--- src/rtl/numlock_param_sm.sv ---
// Two-button (U = 1, Z = 0) number lock with a parametrised code, a timed open window and
// a failure lockout. Define NUMLOCK_CODE_PROG_EN to add run-time code programming.
module numlock_param_sm #(
    parameter int          CODE_LEN       = 4,
    parameter logic [15:0] CODE           = 16'b1011,
    parameter int          OPEN_CYCLES    = 16,
    parameter int          MAX_FAILS      = 3,
    parameter int          LOCKOUT_CYCLES = 64
) (
    input  logic                              clk,
    input  logic                              reset,
    input  logic                              U,
    input  logic                              Z,
`ifdef NUMLOCK_CODE_PROG_EN
    input  logic                              prog_en,
    input  logic [CODE_LEN-1:0]               prog_code,
`endif
    output logic                              Unlock,
    output logic                              Lockout,
    output logic [2:0]                        q_state,
    output logic [$clog2(CODE_LEN)-1:0]       digit_idx,
    output logic [$clog2(MAX_FAILS+1)-1:0]    fail_cnt
);

    localparam int DIDX_W = $clog2(CODE_LEN);
    localparam int FAIL_W = $clog2(MAX_FAILS + 1);
    localparam int TMAX   = (OPEN_CYCLES > LOCKOUT_CYCLES) ? OPEN_CYCLES : LOCKOUT_CYCLES;
    localparam int TMR_W  = $clog2(TMAX);

    localparam logic [CODE_LEN-1:0] CODE_INIT = CODE[CODE_LEN-1:0];
    localparam logic [DIDX_W-1:0]   LAST_IDX  = DIDX_W'(CODE_LEN - 1);
    localparam logic [FAIL_W-1:0]   LAST_FAIL = FAIL_W'(MAX_FAILS - 1);
    localparam logic [TMR_W-1:0]    OPEN_END  = TMR_W'(OPEN_CYCLES - 1);
    localparam logic [TMR_W-1:0]    LOCK_END  = TMR_W'(LOCKOUT_CYCLES - 1);

    typedef enum logic [2:0] {
        S_IDLE    = 3'd0,
        S_GET     = 3'd1,
        S_GOT     = 3'd2,
        S_OPENING = 3'd3,
        S_BAD     = 3'd4,
        S_LOCKOUT = 3'd5
    } state_t;

    state_t              state_reg, state_next;
    logic [DIDX_W-1:0]   idx_reg, idx_next;
    logic [FAIL_W-1:0]   fail_reg, fail_next;
    logic [TMR_W-1:0]    timer_reg, timer_next;
    logic                unlock_reg, lockout_reg;
    logic [CODE_LEN-1:0] code_val;

    logic press_u;
    logic press_z;
    logic press_both;
    logic released;
    logic expected;
    logic digit_ok;

    // Code source: a programmable register when enabled, otherwise the constant.
`ifdef NUMLOCK_CODE_PROG_EN
    logic [CODE_LEN-1:0] code_reg;

    always_ff @(posedge clk or negedge reset) begin
        if (!reset) begin
            code_reg <= CODE_INIT;
        end else if (prog_en && (state_reg == S_OPENING)) begin
            code_reg <= prog_code;
        end
    end

    assign code_val = code_reg;
`else
    assign code_val = CODE_INIT;
`endif

    assign press_u    = U & ~Z;
    assign press_z    = Z & ~U;
    assign press_both = U & Z;
    assign released   = ~U & ~Z;
    // First entered digit lives in the MSB of the code.
    assign expected   = code_val[LAST_IDX - idx_reg];
    assign digit_ok   = (press_u & expected) | (press_z & ~expected);

    always_comb begin
        state_next = state_reg;
        idx_next   = idx_reg;
        fail_next  = fail_reg;
        timer_next = timer_reg;

        case (state_reg)
            S_IDLE, S_GOT: begin
                if (press_both) begin
                    state_next = S_BAD;
                end else if (press_u || press_z) begin
                    state_next = digit_ok ? S_GET : S_BAD;
                end
            end

            S_GET: begin
                if (released) begin
                    if (idx_reg == LAST_IDX) begin
                        state_next = S_OPENING;
                        idx_next   = '0;
                        fail_next  = '0;
                    end else begin
                        state_next = S_GOT;
                        idx_next   = idx_reg + DIDX_W'(1);
                    end
                end
            end

            S_OPENING: begin
                if (timer_reg == OPEN_END) begin
                    state_next = S_IDLE;
                end else begin
                    timer_next = timer_reg + TMR_W'(1);
                end
            end

            S_BAD: begin
                if (released) begin
                    idx_next = '0;
                    if (fail_reg == LAST_FAIL) begin
                        state_next = S_LOCKOUT;
                        fail_next  = '0;
                    end else begin
                        state_next = S_IDLE;
                        fail_next  = fail_reg + FAIL_W'(1);
                    end
                end
            end

            S_LOCKOUT: begin
                // Exit is unconditional; a held button is decoded afresh from IDLE.
                if (timer_reg == LOCK_END) begin
                    state_next = S_IDLE;
                end else begin
                    timer_next = timer_reg + TMR_W'(1);
                end
            end

            default: begin
                state_next = S_IDLE;
                idx_next   = '0;
            end
        endcase

        // Every state entry starts its dwell timer from zero.
        if (state_next != state_reg) begin
            timer_next = '0;
        end
    end

    always_ff @(posedge clk or negedge reset) begin
        if (!reset) begin
            state_reg   <= S_IDLE;
            idx_reg     <= '0;
            fail_reg    <= '0;
            timer_reg   <= '0;
            unlock_reg  <= 1'b0;
            lockout_reg <= 1'b0;
        end else begin
            state_reg   <= state_next;
            idx_reg     <= idx_next;
            fail_reg    <= fail_next;
            timer_reg   <= timer_next;
            unlock_reg  <= (state_next == S_OPENING);
            lockout_reg <= (state_next == S_LOCKOUT);
        end
    end

    assign Unlock    = unlock_reg;
    assign Lockout   = lockout_reg;
    assign q_state   = state_reg;
    assign digit_idx = idx_reg;
    assign fail_cnt  = fail_reg;

endmodule
--- config.mk ---
export PLATFORM = sky130hd
export DESIGN_NAME = numlock_param_sm
export DESIGN_NICKNAME = d
export VERILOG_FILES = /design/src/rtl/numlock_param_sm.sv
export SDC_FILE = /design/constraint.sdc
export NUM_CORES = 1
export LEC_CHECK = 0
export CORE_ASPECT_RATIO = 2
export CORE_MARGIN = 2
export CORE_UTILIZATION = 40
export CTS_CLUSTER_SIZE = 8
export DETAILED_ROUTE_END_ITERATION = 16
export GPL_TIMING_DRIVEN = 0
export PLACE_DENSITY = 0.64
export SLEW_MARGIN = 20
export SYNTH_ARGS = -nofsm -noshare
export SYNTH_HDL_FRONTEND = slang
export SYNTH_SLANG_ARGS = --single-unit
--- constraint.sdc ---
create_clock -name clk -period 2.2 [get_ports clk]
set_input_delay 0.66 -clock clk [delete_from_list [all_inputs] [get_ports clk]]
set_output_delay 0.66 -clock clk [all_outputs]
set_load 0.03 [all_outputs]
## After elaboration in Yosys (flattened, before gate mapping)

Cells that the tools add are included.

| operators by class | value |
|---|---|
| add/sub/neg operators | 4 |
| magnitude comparators | 1 |
| eq/ne operators | 17 |
| mux-type cells | 25 |
| bitwise logic cells | 11 |
| reductions and logical operators | 9 |

Operator list:

| cell | count |
|---|---|
| 2-to-1 mux 3 bit | 8 |
| 2-to-1 mux 6 bit | 3 |
| one-hot mux 3 bit (5 select lines) | 1 |
| 2-to-1 mux 2 bit | 7 |
| one-hot mux 6 bit (2 select lines) | 1 |
| == test 3 x 2 -> 1 bit (second input constant) | 3 |
| == test 3 bit (second input constant) | 3 |
| adder 6 x 1 -> 6 bit (second input constant) | 1 |
| bitwise AND 1 bit | 6 |
| == test 6 x 4 -> 1 bit (second input constant) | 1 |
| == test 6 bit (second input constant) | 1 |
| != test 2 bit (second input constant) | 3 |
| != test 3 bit (second input constant) | 2 |
| one-hot mux 2 bit (3 select lines) | 1 |
| AND reduction 3 bit | 2 |
| adder 2 x 1 -> 2 bit (second input constant) | 2 |
| == test 2 bit (second input constant) | 2 |
| inverter 1 bit | 4 |
| one-hot mux 2 bit (2 select lines) | 1 |
| AND reduction 4 bit | 1 |
| OR reduction 4 bit | 1 |
| == test 3 x 1 -> 1 bit (second input constant) | 1 |
| zero test 3 bit | 1 |
| less-than comparator 2 x 3 -> 1 bit (second input constant) | 1 |
| 9 further kinds | 10 |

| word-level totals | value |
|---|---|
| register bits after elaboration | 15 |
| output and inout bits | 9 |
| logic and storage cells | 73 |

## Logic depth before layout (Yosys ltp)

Gate-level depths: netlist of run 1.

| depth | value |
|---|---|
| depth after elaboration | 13 |
| gate-level depth with buffers | 6 |
| mapped depth without buffers | 6 |

## Worst setup path after synthesis of run 1

OpenSTA, ideal clock, no wires.

| path | value |
|---|---|
| path type | input to register |
| start | input U |
| end | register unlock_reg, in the netlist Unlock |
| data arrival time | 1.872 ns |
| data required time | 2.099 ns |
| setup slack | 0.227 ns |
| stages | 6 |
| buffers on the path | 0 |
| cells stage by stage | inv_1 ha_1 or3b_1 a2bb2oi_1 o22a_1 nor4_1 |

| between the ends | value |
|---|---|
| cells in the longest elaborated chain, start to end | 9 |
| elaborated cells on any way between the ends | 16 |
| classes of those cells | eq/ne (1); mux (6); bitwise (8); reduce/logical (1) |

RTL lines:

| what | line | text |
|---|---|---|
| start: declaration | 12 | `input logic U,` |
| inverter 1 bit | 77, 79 |  |
| bitwise AND 1 bit | 77 | `assign press_z = Z & ~U;` |
| bitwise AND 1 bit | 82 | `assign digit_ok = (press_u & expected) \| (press_z & ~expected);` |
| OR 1 bit | 82 |  |
| 2-to-1 mux 3 bit | 95 | `state_next = digit_ok ? S_GET : S_BAD;` |
| 2-to-1 mux 3 bit | 94 | `end else if (press_u \|\| press_z) begin` |
| 2-to-1 mux 3 bit | 92 | `if (press_both) begin` |
| one-hot mux 3 bit (5 select lines) * | 90 | `case (state_reg)` |
| == test 3 x 2 -> 1 bit * | 167 | `unlock_reg <= (state_next == S_OPENING);` |
| end signal: assignment | 167 |  |
| end: declaration | 49 | `logic unlock_reg, lockout_reg;` |

Every way passes the cells marked *; elsewhere a longest branch is shown, timed or not.
A chain may end at the register's enable or synchronous reset.

## Worst setup path after layout of run 1

| path | value |
|---|---|
| start | register state_reg[0], in the netlist q_state[0] |
| end | output q_state[0] |

RTL lines:

| what | line | text |
|---|---|---|
| start: declaration | 45 | `state_t state_reg, state_next;` |
| start signal: assignment | 163 | `state_reg <= state_next;` |
| end: declaration | 20 | `output logic [2:0] q_state,` |

No word-level cell between the ends.

==> qor.csv, run 1 <==
stage;metric;value;unit
clocking;path_clk_slew;0.06;ns
hold_path;hp-class;reg2reg;
floorplan;chipWidth;41.2;um
grt;antenna_found_initial;0;
finish;fillCellCount;280;
grt;track_usage;19.8;%
timing;tns;0;ns
floorplan;fp.coreArea;2700;um^2
yosys;ys_ff_latch;15;
yosys;synth_cell_types;45;
finish;drive_gt1_share;14.6;%
clocking;cts_buffers;3;
finish;final_cell_mix;dfrtp_1 (15), nand2_1 (11), clkdlybuf4s50_1 (10);
yosys;yosysSeqAreaShare;33.9;%
setup_path;slowest_delay;0.73;ns
drt;ant_nets;0;
yosys;synth_ff_type;dfrtp_1;
run;cap_violations;0;
floorplan;dieArea;3230;um^2
power;p_leak;0.545;nW
clocking;insertion_delay;0.25;ns
timing;slew_viol_final;0;
power;p_per_area;1190;nW/um^2
drt;drc;0;
clocking;ctsResizeCount;7;
timing;fin_crit;2.14;ns
placement;dp_hpwl;2050;um
finish;largest_reg_flops;6;
floorplan;num_io_pins;13;
timing;max_clock_freq;468;MHz
yosys;avgSynthCellArea;9.15;um^2
setup_path;critPathBufInv;1;
drt;wl;2640;um
drt;first_pass_iters;4;
finish;layout_commonest_cell;dfrtp_1;
clocking;post_cts.repair.setup_buffers;0;
setup_path;path_cells;clkdlybuf4s50_1;
power;p_int;843;uW
setup_path;slowest_stage;clkdlybuf4s50_1;
finish;diodes;0;
grt;overflow;0;
timing;final-hold-violation-count;0;
drt;via_per_inst;6.07;
finish;num-nets-final;149;
timing;worst-slew-pin-transition;0.733;ns
clocking;htreeDepth;1;
placement;place_congestion;0.870;
yosys;synthCells;121;
setup_path;cp_max_fo;5;
yosys;synth_fp_nets;132;
power;clkPwrFrac;14.8;%
power;power_switching;739;uW
yosys;syn_area;1110;um^2
grt;grt_pass1_vias;993;
drt;vias;1008;
power;p_total;1.58;mW
run_status;status;complete, no violations;
setup_path;arrival;1.48;ns
clocking;cts.sinks;15;
yosys;synth-edff-count;0;
finish;final_cell_area;1330;um^2
drt;drtIter0Drc;10;
setup_path;worstPathRequired;1.54;ns
placement;placedInstanceArea;1260;um^2
power;switching_share;46.7;%
yosys;yosysWarnings;0;
finish;area_growth_syn_to_layout;20.2;%
setup_path;start_kind;flip-flop;
yosys;async_flop_share;100;%
timing;rsz0062_at_grt;false;
grt;grt_pass1_wl;4450;um
clocking;cts_root_buffer;clkbuf_8;
grt;grt_max_degree;16;
power;comb_power_share;57.3;%
setup_path;crit_family;buffers and inverters;
timing;setup_violations;0;
timing;final.setup.worst_slack;0.0631;ns
power;vdd_ir_drop_max;0.731;mV
timing;fin_crit_sh;97.1;%
timing;slew_headroom;51.0;%
placement;port_buffers;12;
floorplan;dieHeight;78.4;um
placement;pre_cts_slack;-0.562;ns
clocking;hold_buffers;0;
power;seqPwrFrac;27.9;%
floorplan;rows;27;
setup_path;end_kind;output pin;
timing;fin_skew;0.000639;ns
clocking;clockBufferDepth;2;
setup_path;crit_type;reg2out;
floorplan;initial_utilization;41.0;%
clocking;cts_tree;built;
drt;wl_per_cell;15.9;um
[through the flow]
stage	instances	hold slack, ns	util (%)
2_1_floorplan	121	0.364	-
3_3_place_gp	162	0.515	46.8
3_5_place_dp	162	0.526	46.8
4_1_cts	166	0.538	49.3
5_1_grt	166	0.569	49.3
6_report	166	0.533	49.3
[final timing paths]
check	from	end	slack [ns]	cells after the start
min	fail_cnt[1]	fail_cnt[0]	0.53	1
max in group asynchronous	reset	digit_idx[0]	0.90	1
max reg2reg	timer_reg[0]	timer_reg[4]	0.26	5
min in group asynchronous	reset	timer_reg[0]	0.84	1
max	q_state[0]	q_state[0]	0.06	1
min reg2reg	fail_cnt[1]	fail_cnt[0]	0.53	1
[cell usage after synthesis (all sizes together), types with 2 or more instances]
| cell type | instances | share of area [%] |
|---|---|---|
| dfrtp | 15 | 34 |
| nand2 | 12 | 4.7 |
| o21ai | 8 | 3.6 |
| ha | 7 | 7.9 |
| a21oi | 6 | 3.7 |
| nand3 | 6 | 2.7 |
| a211oi | 5 | 3.8 |
| buf | 5 | 2.8 |
| inv | 5 | 1.7 |
| nor2 | 5 | 1.7 |
| o31ai | 5 | 3.4 |
| nand2b | 4 | 2.3 |
| nand3b | 3 | 2.0 |
| nor2b | 3 | 1.7 |
| a22oi | 2 | 1.4 |
| and3 | 2 | 1.1 |
| nor3 | 2 | 0.90 |
| o211ai | 2 | 1.4 |
| o22a | 2 | 1.6 |
| or2 | 2 | 1.1 |
| or3 | 2 | 1.1 |
| or4 | 2 | 1.7 |
[power groups by stage]
stage	Clock, mW	Sequential (mW)	Combinational, mW
after global placement	0	0.440	0.876
after CTS	0.236	0.442	0.910
after global routing	0.244	0.455	0.980
final	0.234	0.441	0.906
after detailed placement	0	0.444	0.896
after floorplan	0	0.550	0.512
[routing by layer]
layer / vias to the layer above / routed length [um] / GRT usage (%) / share of wire, %
met1: 486 / 932 / 18.6 / 35
met4: 0 / 119 / 11.6 / 4.5
met5: - / 0 / 0 / 0
met2: 27 / 1510 / 35.6 / 57
met3: 16 / 76 / 2.54 / 2.9
li1: 479 / - / - / -
[kinds of logic after synthesis]
logic type      synth area share (%)
compound gates                  24.0
xor+xnor                        2.49
fa+ha+maj                       7.91
buf+inv                         4.86
flops                           33.9
mux                            0.904
simple gates                    26.0
[layout make-up]
cell class	instances	area (um^2)	share of cell area (%)
plain buffers	6	35.0	2.63
clock buffers	4	45.0	3.38
inverters	5	18.8	1.41
multi-input cells	95	703	52.8
flip-flops and latches	15	375	28.2
well taps	29	36.3	2.73
repair buffers	12	118	8.83
(Power assumes the default switching activity.)
==> run 2: changes to the inputs <==
--- a/config.mk
+++ b/config.mk
@@ -8,6 +8,7 @@
 export CORE_ASPECT_RATIO = 2
 export CORE_MARGIN = 2
 export CORE_UTILIZATION = 40
+export CTS_BUF_LIST = sky130_fd_sc_hd__clkbuf_16
 export CTS_CLUSTER_SIZE = 8
 export DETAILED_ROUTE_END_ITERATION = 16
 export GPL_TIMING_DRIVEN = 0
==> run 2 against run 1 <==
- count of clock-buffer cells in the layout fell by 1
- highest routed layer unchanged
- largest cell class unchanged
- maximum frequency increased by 0.16%
- sequential power is essentially flat
- sequential share of layout area fell by 0.70 points
- worst setup slack improved by 0.0034 ns
- clock power up 53%
==> qor.csv, run 2 (synthesis results as in run 1) <==
stage;metric;value;unit
run_status;status;complete, no violations;
drt;vias;996;
finish;diodes;0;
setup_path;slowest_delay;0.73;ns
finish;drive_gt1_share;14.6;%
clocking;post_cts.repair.setup_buffers;0;
timing;max_clock_freq;469;MHz
floorplan;dieHeight;78.4;um
clocking;clockBufferDepth;2;
setup_path;critPathBufInv;1;
setup_path;startpoint;q_state[0];
finish;fillCellCount;272;
setup_path;end_kind;output pin;
timing;worst-slew-pin-transition;0.717;ns
placement;pre_cts_slack;-0.562;ns
timing;whs;0.531;ns
placement;port_buffers;12;
timing;setup_violations;0;
floorplan;num_io_pins;13;
timing;fin_crit;2.13;ns
timing;rsz0062_at_grt;false;
power;vdd_ir_drop_max;0.732;mV
finish;num-nets-final;149;
power;p_leak;0.564;nW
floorplan;chipWidth;41.2;um
setup_path;worstSetupEndpoint;q_state[0];
finish;final_cell_mix;dfrtp_1 (15), nand2_1 (11), clkdlybuf4s50_1 (10);
clocking;cts_buffers;3;
floorplan;rows;27;
finish;area_growth_syn_to_layout;23.3;%
setup_path;slowest_stage;clkdlybuf4s50_1;
setup_path;r2r-start;timer_reg[0];
timing;slew_headroom;52.0;%
timing;fin_skew;0.00463;ns
clocking;htreeDepth;1;
drt;via_per_inst;6.00;
timing;final.setup.worst_slack;0.0665;ns
drt;first_pass_iters;3;
finish;multi_input_area;703;um^2
grt;track_usage;19.7;%
placement;placedInstanceArea;1260;um^2
setup_path;crit_cells;1;
drt;wl_per_cell;16.0;um
setup_path;crit_family;buffers and inverters;
power;p_per_area;1250;nW/um^2
hold_path;hp-class;reg2reg;
timing;final-hold-violation-count;0;
setup_path;start_kind;flip-flop;
placement;place_congestion;0.870;
setup_path;r2r_cells;5;
grt;grt_pass1_wl;4480;um
clocking;insertion_delay;0.25;ns
finish;area.sequential;375;um^2
setup_path;worst_r2r_endpoint;timer_reg[4];
grt;antenna_found_initial;0;
finish;fin_util;50.5;%
setup_path;crit_type;reg2out;
timing;slew_viol_final;0;
grt;overflow;0;
grt;grt_max_degree;16;
floorplan;fp.coreArea;2700;um^2
setup_path;cp_max_fo;5;
run;cap_violations;0;
setup_path;ff2ff_setup_slack;0.28;ns
power;p_total;1.71;mW
clocking;cts_tree;built;
clocking;cts.sinks;15;
finish;layout_commonest_cell;dfrtp_1;
setup_path;arrival;1.47;ns
setup_path;worstPathRequired;1.54;ns
drt;drtIter0Drc;22;
drt;drc;0;
drt;wl;2650;um
clocking;path_clk_slew;0.05;ns
timing;fin_crit_sh;97.0;%
finish;largest_reg_flops;6;
drt;ant_nets;0;
clocking;cts_root_buffer;clkbuf_16;
grt;grt_pass1_vias;1007;
floorplan;initial_utilization;41.0;%
finish;final_cell_area;1370;um^2
placement;dp_hpwl;2050;um
floorplan;dieArea;3230;um^2
setup_path;path_cells;clkdlybuf4s50_1;
## run 2: cell count changes in the layout (fill, tap and decap cells not counted), sizes merged
cell	delta
inv	+1
clkbuf	-1
## run 2: repair_timing
| action | CTS | global route |
|---|---|---|
| setup endpoints to repair | 7 | 0 |
| resized for setup | 7 | 0 |
| hold buffers | 0 | 0 |
## run 2: stage by stage
step | cells | TNS (ns)
6_report | 166 | 0
4_1_cts | 166 | 0
2_1_floorplan | 121 | 0
5_1_grt | 166 | 0
3_5_place_dp | 162 | -4.23
3_3_place_gp | 162 | -3.64
## run 2: area by class of cell
type / count / area share, %
buffer: 6 / 2.57
sequential: 15 / 27.5
clock buffer: 3 / 5.50
tap: 29 / 2.66
inverter: 5 / 1.37
timing repair buffer: 12 / 8.62
clock inverter: 1 / 0.275
multi-input combinational: 95 / 51.5
## run 2: how the worst min path moves through the flow
stage | start | to | slack (ns) | cells after the start
2_1_floorplan | reset | Lockout | 0.36 | 0
3_3_place_gp | fail_cnt[1] | fail_cnt[0] | 0.51 | 1
3_5_place_dp | fail_cnt[1] | fail_cnt[0] | 0.53 | 1
4_1_cts | fail_cnt[1] | fail_cnt[0] | 0.54 | 1
5_1_grt | fail_cnt[1] | fail_cnt[0] | 0.57 | 1
6_report | fail_cnt[1] | fail_cnt[0] | 0.53 | 1
## run 2: power by group
group / switching, mW / total [mW] / internal [mW] / leakage, nW
Sequential: 0.0928 / 0.442 / 0.349 / 0.198
Clock: 0.117 / 0.358 / 0.241 / 0.0423
Combinational: 0.544 / 0.909 / 0.366 / 0.324
Total: 0.753 / 1.71 / 0.956 / 0.564
## run 2: per-layer routing
layer,global-route usage (%),vias up,part of all wire [%]
met5,0,-,0
met2,35.5,21,58
met1,19.3,487,36
met3,3.11,11,2.8
li1,-,477,-
met4,9.68,0,3.8
==> run 3: changes to the inputs <==
--- a/config.mk
+++ b/config.mk
@@ -5,7 +5,7 @@
 export SDC_FILE = /design/constraint.sdc
 export NUM_CORES = 1
 export LEC_CHECK = 0
-export CORE_ASPECT_RATIO = 2
+export CORE_ASPECT_RATIO = 0.7
 export CORE_MARGIN = 2
 export CORE_UTILIZATION = 40
 export CTS_BUF_LIST = sky130_fd_sc_hd__clkbuf_16
==> constraint.sdc (replaced) <==
create_clock -name clk -period 2.58 [get_ports clk]
set_input_delay 0.774 -clock clk [delete_from_list [all_inputs] [get_ports clk]]
set_output_delay 0.774 -clock clk [all_outputs]
set_load 0.03 [all_outputs]
==> run 3 against run 2 <==
- wire length decreased by 1.2%
- cell area increased by 1.2%
- count of clock-buffer cells in the layout unchanged
- non-clock buffer count increased by 1
- global-route usage decreased by 0.81 points
- die area decreased by 0.59%
- flip-flop and latch count unchanged
- worst setup slack improved by 0.0056 ns
- worst hold slack improved by 0.010 ns
- critical path depth increased by 6
- sequential power decreased by 14%
- critical endpoint is now Unlock
- largest cell class unchanged
- highest routed layer unchanged
==> qor.csv, run 3 (synthesis results as in run 1) <==
stage;metric;value;unit
hold_path;min-delay-start;fail_cnt[1];
setup_path;cp_max_fo;4;
drt;drtIter0Drc;36;
power;seqPwrFrac;25.9;%
finish;drive_gt1_share;13.8;%
finish;layout_commonest_cell;dfrtp_1;
run;cap_violations;0;
power;p_leak;0.569;nW
floorplan;dieHeight;48.0;um
setup_path;crit_type;in2reg;
setup_path;startpoint;U;
power;p_per_area;1060;nW/um^2
grt;grt_pass1_wl;4410;um
floorplan;rows;15;
finish;diodes;0;
timing;whs;0.542;ns
grt;grt_max_degree;16;
grt;track_usage;18.9;%
setup_path;end_kind;flip-flop;
clocking;cts_buffers;3;
finish;final_cell_mix;dfrtp_1 (15), clkdlybuf4s50_1 (12), nand2_1 (11);
finish;fin_util;54.1;%
power;power_switching;638;uW
floorplan;fp.coreArea;2550;um^2
clocking;clockBufferDepth;2;
clocking;htreeDepth;1;
power;switching_share;43.5;%
clocking;cts.sinks;15;
clocking;path_clk_slew;0.05;ns
placement;port_buffers;12;
grt;busiest_layer;met2;
timing;fin_crit;2.51;ns
drt;wl_per_cell;15.2;um
setup_path;start_kind;primary input;
timing;final-hold-violation-count;0;
hold_path;hp-class;reg2reg;
timing;fin_crit_sh;97.2;%
floorplan;num_io_pins;13;
grt;grt_use_met2;29.4;%
power;vdd_ir_drop_max;0.510;mV
placement;dp_hpwl;1900;um
timing;slew_viol_final;0;
power;p_int;828;uW
placement;place_congestion;0.785;
grt;antenna_found_initial;0;
setup_path;worstPathRequired;2.73;ns
timing;slew_headroom;53.6;%
grt;grt_pass1_vias;893;
floorplan;chipWidth;66.9;um
grt;overflow;0;
drt;ant_nets;0;
drt;via_per_inst;5.81;
drt;first_pass_iters;4;
grt;use_met3;5.88;%
clocking;insertion_delay;0.25;ns
finish;num-nets-final;150;
clocking;cts_root_buffer;clkbuf_16;
finish;largest_reg_flops;6;
power;comb_power_share;53.7;%
timing;worst-slew-pin-transition;0.693;ns
setup_path;r2r-start;timer_reg[5];
drt;drc;0;
drt;wl;2620;um
timing;max_clock_freq;399;MHz
floorplan;initial_utilization;43.4;%
drt;vias;1000;
finish;area_growth_syn_to_layout;24.7;%
clocking;hold_buffers;0;
clocking;cts_tree;built;
run_status;status;complete, no violations;
timing;setup_violations;0;
timing;fin_skew;0.00209;ns
power;clkPwrFrac;20.4;%
floorplan;dieArea;3210;um^2
setup_path;arrival;2.65;ns
grt;use_met1;25.7;%
## run 3: cell types whose count changed in the layout (fill, tap and decap cells not counted)
| cell | before | now |
|---|---|---|
| dlygate4sd2_1 | 2 | 0 |
| buf_4 | 0 | 1 |
| inv_1 | 4 | 6 |
| clkdlybuf4s50_1 | 10 | 12 |
| inv_2 | 2 | 0 |
## run 3: power by group through the flow
| stage | combinational, mW | clock [mW] | sequential, mW |
|---|---|---|---|
| 2_1_floorplan | 0.437 | 0 | 0.469 |
| 3_3_place_gp | 0.742 | 0 | 0.375 |
| 3_5_place_dp | 0.761 | 0 | 0.379 |
| 4_1_cts | 0.777 | 0.304 | 0.377 |
| 5_1_grt | 0.865 | 0.320 | 0.391 |
| 6_report | 0.786 | 0.299 | 0.380 |
## run 3: area by class of cell
| type | count | area (um^2) |
|---|---|---|
| clock buffers | 3 | 75.1 |
| clock inverters | 1 | 3.75 |
| multi-input cells | 95 | 703 |
| plain buffers | 6 | 35.0 |
| repair buffers | 13 | 128 |
| well taps | 34 | 42.5 |
| fillers | 244 | 1170 |
| inverters | 5 | 18.8 |
| flip-flops and latches | 15 | 375 |
## run 3: timing repair
item / in CTS / in global routing
gates resized for setup: 0 / 3
endpoints found under the setup margin: 1 / 6
pin swaps: 1 / 0
setup buffers: 1 / 0
## run 3: metrics by stage
step                      setup TNS [ns]  std cells  instance area, um^2  power (mW)  worst slack, ns
after detailed placement           -1.37        167                 1270        1.14           -0.283
after floorplan                        0        121                 1110       0.906            0.493
after global placement            -0.902        167                 1270        1.12           -0.175
after CTS                              0        172                 1360        1.46           0.0243
final                                  0        172                 1380        1.47           0.0721
after global routing            -0.00779        172                 1380        1.58         -0.00779
## run 3: path summary, 6_finish.rpt
path,cells after the start,to,slack [ns]
hold / removal,1,fail_cnt[0],0.54
hold reg to reg,1,fail_cnt[0],0.54
setup / recovery,7,Unlock,0.07
setup reg to reg,5,timer_reg[3],0.72
min in group asynchronous,1,timer_reg[1],0.95
max in group asynchronous,1,fail_cnt[0],1.19
## run 3: layer usage
| metal | part of all wire (%) | wire length [um] |
|---|---|---|
| met5 | 0 | 0 |
| met4 | 1.9 | 51 |
| met2 | 43 | 1140 |
| met3 | 7.2 | 189 |
| met1 | 47 | 1240 |
## run 3: critical path, stage by stage
cell	delay, ns
clkdlybuf4s50_1	0.50
inv_1	0.10
ha_4	0.29
or3b_1	0.35
a2bb2oi_1	0.15
o22a_1	0.22
nor4_2	0.27
==> RTL edit 1 (settings of run 1) <==
Register the inputs `U` and `Z` before use, without a reset. The logic sees them one clock later.
--- a/src/rtl/numlock_param_sm.sv
+++ b/src/rtl/numlock_param_sm.sv
@@ -42,6 +42,14 @@
         S_LOCKOUT = 3'd5
     } state_t;
 
+    logic U_q;
+    logic Z_q;
+
+    always_ff @(posedge clk) begin
+        U_q <= U;
+        Z_q <= Z;
+    end
+
     state_t              state_reg, state_next;
     logic [DIDX_W-1:0]   idx_reg, idx_next;
     logic [FAIL_W-1:0]   fail_reg, fail_next;
@@ -73,10 +81,10 @@
     assign code_val = CODE_INIT;
 `endif
 
-    assign press_u    = U & ~Z;
-    assign press_z    = Z & ~U;
-    assign press_both = U & Z;
-    assign released   = ~U & ~Z;
+    assign press_u    = U_q & ~Z_q;
+    assign press_z    = Z_q & ~U_q;
+    assign press_both = U_q & Z_q;
+    assign released   = ~U_q & ~Z_q;
     // First entered digit lives in the MSB of the code.
     assign expected   = code_val[LAST_IDX - idx_reg];
     assign digit_ok   = (press_u & expected) | (press_z & ~expected);
Behaviour: not the same (a bounded check fails within 4 cycles, from zero or initial values and one cycle with reset low).
==> RTL edit 1 against run 1 <==
Sequential cell count is 2 higher. Total power is 1.0% higher. Critical path type unchanged. Cell area is 1.3% higher. Wire length is 4.4% higher. Die area is 3.3% higher. Highest routed layer unchanged. Cell count is 1.2% higher. Area after synthesis is 3.6% higher. Setup slack better by 0.016 ns. Hold slack hardly changed. Core utilization hardly changed.
==> RTL edit 1: results (changes against run 1) <==
* Status: complete, no violations
* Root buffer selected by CTS: clkbuf_8
* Drt via density at 6.04 (-0.50%)
* First-pass GRT wire length at 4650 µm (+4.5%)
* FFs & Latches at 17 (+2)
* Wire length per cell at 16.4 µm (+3.1%)
* Critical path class: reg -> out
* Clk pin slew, worst setup/hold paths at approximately 0.070 ns
* M1 GR Usage at 0.176 (-0.00974)
* Total routed wirelength at 2750 µm (+4.4%)
* Post-DP HPWL at 2120 µm (+3.3%)
* CTS resizes at 0 (-7)
* Register area at 415 µm² (+11%)
* Metal-1 WL at 1060 µm (+14%)
* Metal2 WL at 1590 µm (+5.6%)
* Avg Inst Size Synth at 9.33 µm² (+1.9%)
* Pre-antenna DRT Iters at 4 (unchanged)
* Multi-input combinational area share at 0.503 (-0.0254)
* Share of layout cells above drive strength 1 at 0.108 (-0.0381)
* Total global-route track usage at 0.179 (-0.0187)
* Filler Cell Count at 271 (-3.2%)
* Relative slew slack at 0.519 (+0.00903)
* Multi-Input Combinational at 95 (unchanged)
* Pre-CTS setup slack at 0.292 ns (+0.854 ns)
* Delay-heaviest family, CP: buffers and inverters
* Syn Nets at 134 (+1.5%)
* Distinct cells, synth at 46 (+2.2%)
* Core Util, Final at 0.493 (about the same)
* Finished Cell Area at 0.00135 mm² (+1.3%)
* Top post-synthesis cells by area: dfrtp_1, ha_1, nand2_1
* Placed cells at 164 (+1.2%)
* GP Congestion at 0.800 (-8.0%)
* R2R setup slack at between 0.2 and 0.3 ns
* Peak supply drop at 0.497 mV (-32%)
* Clk_skew at 0.00343 ns (+0.00279 ns)
* Metal3 WL at 45 µm (-41%)
* Met3 Usage GRT at 0.0158 (-0.00959)
* Post-synth ARST share at 0.882 (-0.118)
* Yosys warning total at 0 (unchanged)
* Clock period minus worst slack at 2.12 ns (-0.0155 ns)
* Antenna Cells at 0 (unchanged)
* Grt met2 use at 0.347 (-0.00938)
* Crit path DAT at 1.46 ns (-0.02 ns)
* Data buffer area share at 0.115 (+0.000366)
* Largest net degree at the start of global routing at 16 (unchanged)
* Vias in the first global route at 1091 (+9.9%)
* Clock-cell share at 0.0334 (-0.000439)
* Fin nets at 151 (+1.3%)
* DRT iter0 DRCs at 27 (+17)
* Seq/Total Area, Yosys at 0.362 (+0.0231)
* P_leak at 0.561 nW (+3.0%)
## RTL edit 1: worst min-delay path by stage
stage,to,slack [ns],startpoint
after floorplan,Lockout,0.36,reset
after global placement,fail_cnt[0],0.52,fail_cnt[1]
after detailed placement,fail_cnt[0],0.53,fail_cnt[1]
after CTS,fail_cnt[0],0.54,fail_cnt[1]
after global routing,fail_cnt[0],0.56,fail_cnt[1]
final,fail_cnt[0],0.53,fail_cnt[1]
## RTL edit 1: kinds of logic after synthesis
kind of cell,count (synthesis),share of synthesized area
AOI/OAI and AO/OA,36,0.231
xor gates and xnor gates,1,0.0240
adders and majority gates,7,0.0763
buffers and inverters,11,0.0469
DFF,17,0.362
muxes,1,0.00872
and+or+nand+nor,50,0.251
## RTL edit 1: power by group
part           internal, mW  total [mW]  switching, mW
sequential            0.386       0.483         0.0973
clock                 0.129       0.238          0.110
combinational         0.355       0.876          0.521
total                 0.870        1.60          0.728
==> RTL edit 2 (flow settings as in run 1) <==
Without the edit above. Add a define of `NUMLOCK_CODE_PROG_EN`.
--- a/src/rtl/numlock_param_sm.sv
+++ b/src/rtl/numlock_param_sm.sv
@@ -1,5 +1,7 @@
 // Two-button (U = 1, Z = 0) number lock with a parametrised code, a timed open window and
 // a failure lockout. Define NUMLOCK_CODE_PROG_EN to add run-time code programming.
+`define NUMLOCK_CODE_PROG_EN
+
 module numlock_param_sm #(
     parameter int          CODE_LEN       = 4,
     parameter logic [15:0] CODE           = 16'b1011,
Ports: changed (added prog_code and prog_en); port bits go from 13 to 18. No check against the original RTL was run, so the function may have changed too.
==> RTL edit 2 against run 1 <==
Cell area up 13%. Critical path depth up 8. Wire length increased by 4.7%. Critical path type is now in -> reg. Hold slack got worse by 0.044 ns. Highest routed layer unchanged. Clock skew is 0.00058 ns higher. Area after synthesis increased by 4.5%. Total power grew 6.2%. Setup slack improved by 0.0033 ns. Non-clock buffer count up 7. Cell count rose by 6.0%. Sequential cell count up 4.
==> RTL edit 2: results (changes against run 1) <==
* Grt met2 use at 0.331 (-0.0250)
* Filler Cell Count at 269 (-3.9%)
* P_leak at 0.635 nW (+17%)
* Metal3 WL at 50 µm (-34%)
* Seq/Total Area, Yosys at 0.414 (+0.0751)
* Peak supply drop at 0.556 mV (-24%)
* Total power at 1.68 mW (+6.2%)
* Pre-antenna DRT Iters at 3 (-1)
* Sequential Power Share at 0.343 (+0.064)
* Status: complete, no violations
* Metal-1 WL at 1050 µm (+13%)
* Top post-synthesis cells by area: dfrtp_1, dfstp_2, ha_1
* First-pass GRT wire length at 4590 µm (+3.1%)
* Yosys warning total at 0 (unchanged)
* Largest net degree at the start of global routing at 20 (+4)
* Sw frac at 0.425 (-0.0426)
* DRT iter0 DRCs at 20 (+10)
* Port Buf Inserts at 17 (+5)
* Total routed wirelength at 2760 µm (+4.7%)
* M1 GR Usage at 0.198 (+0.0119)
* Relative slew slack at 0.420 (-0.0903)
* Vias in the first global route at 979 (-1.4%)
* Peak fanout along the critical path at 6 (+1)
* CTS resizes at 8 (+1)
* Largest register FFs at 6 (unchanged)
* Drt via density at 5.60 (-7.8%)
* Clk pin slew, worst setup/hold paths at roughly 0.070 ns
* Post-synth top cells: dfrtp_1, nor2_1, nand2_1
* Fin nets at 163 (+9.4%)
* Distinct cells, synth at 38 (-16%)
* Placed cells at 167 (+3.1%)
* Initial antenna violation count at 0 (unchanged)
* Share of layout cells above drive strength 1 at 0.224 (+0.0785)
* Syn Nets at 136 (+3.0%)
* Top routing layer used: met4
* Pre-CTS setup slack at -0.683 ns (-0.121 ns)
* Clk_skew at 0.00122 ns (+0.000580 ns)
* Placed inst area at 0.00136 mm² (+7.9%)
* Total number of vias at 985 (-2.3%)
* Metal2 WL at 1610 µm (+6.6%)
* GP Congestion at 0.820 (-5.8%)
* Total global-route track usage at 0.177 (-0.0212)
* Clk pwr at 0.239 mW (+2%)
==> RTL edit 2: cell types whose count changed in the layout (fill, tap and decap cells not counted), moves of 3 or more <==
cell,change
buf_4,+6
nor2_1,+6
o21ai_0,-5
a211oi_1,-4
clkdlybuf4s50_1,+4
mux2_1,+4
o21ai_1,+4
o31ai_1,-4
xnor2_1,+4
a31oi_2,+3
dfstp_2,+3
inv_2,+3
nand3b_1,-3
==> RTL edit 2: cell type report <==
type                       count  area [µm²]  area share
timing repair buffer          22         209       0.138
inverter                       9        37.5      0.0249
tap                           29        36.3      0.0240
sequential                    19         479       0.318
multi-input combinational     90         684       0.454
buffer                         3        17.5      0.0116
clock buffer                   4        45.0      0.0299
==> RTL edit 2: path summary, 6_finish.rpt <==
check | start | to | slack (ns) | cells after the start
max | U | timer_reg[0] | 0.07 | 9
min | code_reg[2] | code_reg[2] | 0.49 | 1
max reg2reg | digit_idx[0] | timer_reg[0] | 0.18 | 6
min reg2reg | code_reg[2] | code_reg[2] | 0.49 | 1
max in group asynchronous | reset | digit_idx[0] | 0.77 | 1
min in group asynchronous | reset | timer_reg[5] | 0.90 | 1
==> RTL edit 2: worst max-delay path: stages <==
cell and delay (ns):
dlygate4sd2_1 0.27, inv_2 0.09, ha_4 0.15, clkinvlp_4 0.13, buf_4 0.15, o211ai_1 0.28
a31oi_2 0.17, o211ai_4 0.29, nor2_1 0.08
==> RTL edit 2: logic make-up after synthesis <==
group	after synthesis	synth area share
compound gates	24	0.134
xor+xnor	5	0.0378
fa+ha+maj	6	0.0649
buf+inv	12	0.0443
flops	19	0.414
mux	7	0.0800
simple gates	48	0.225
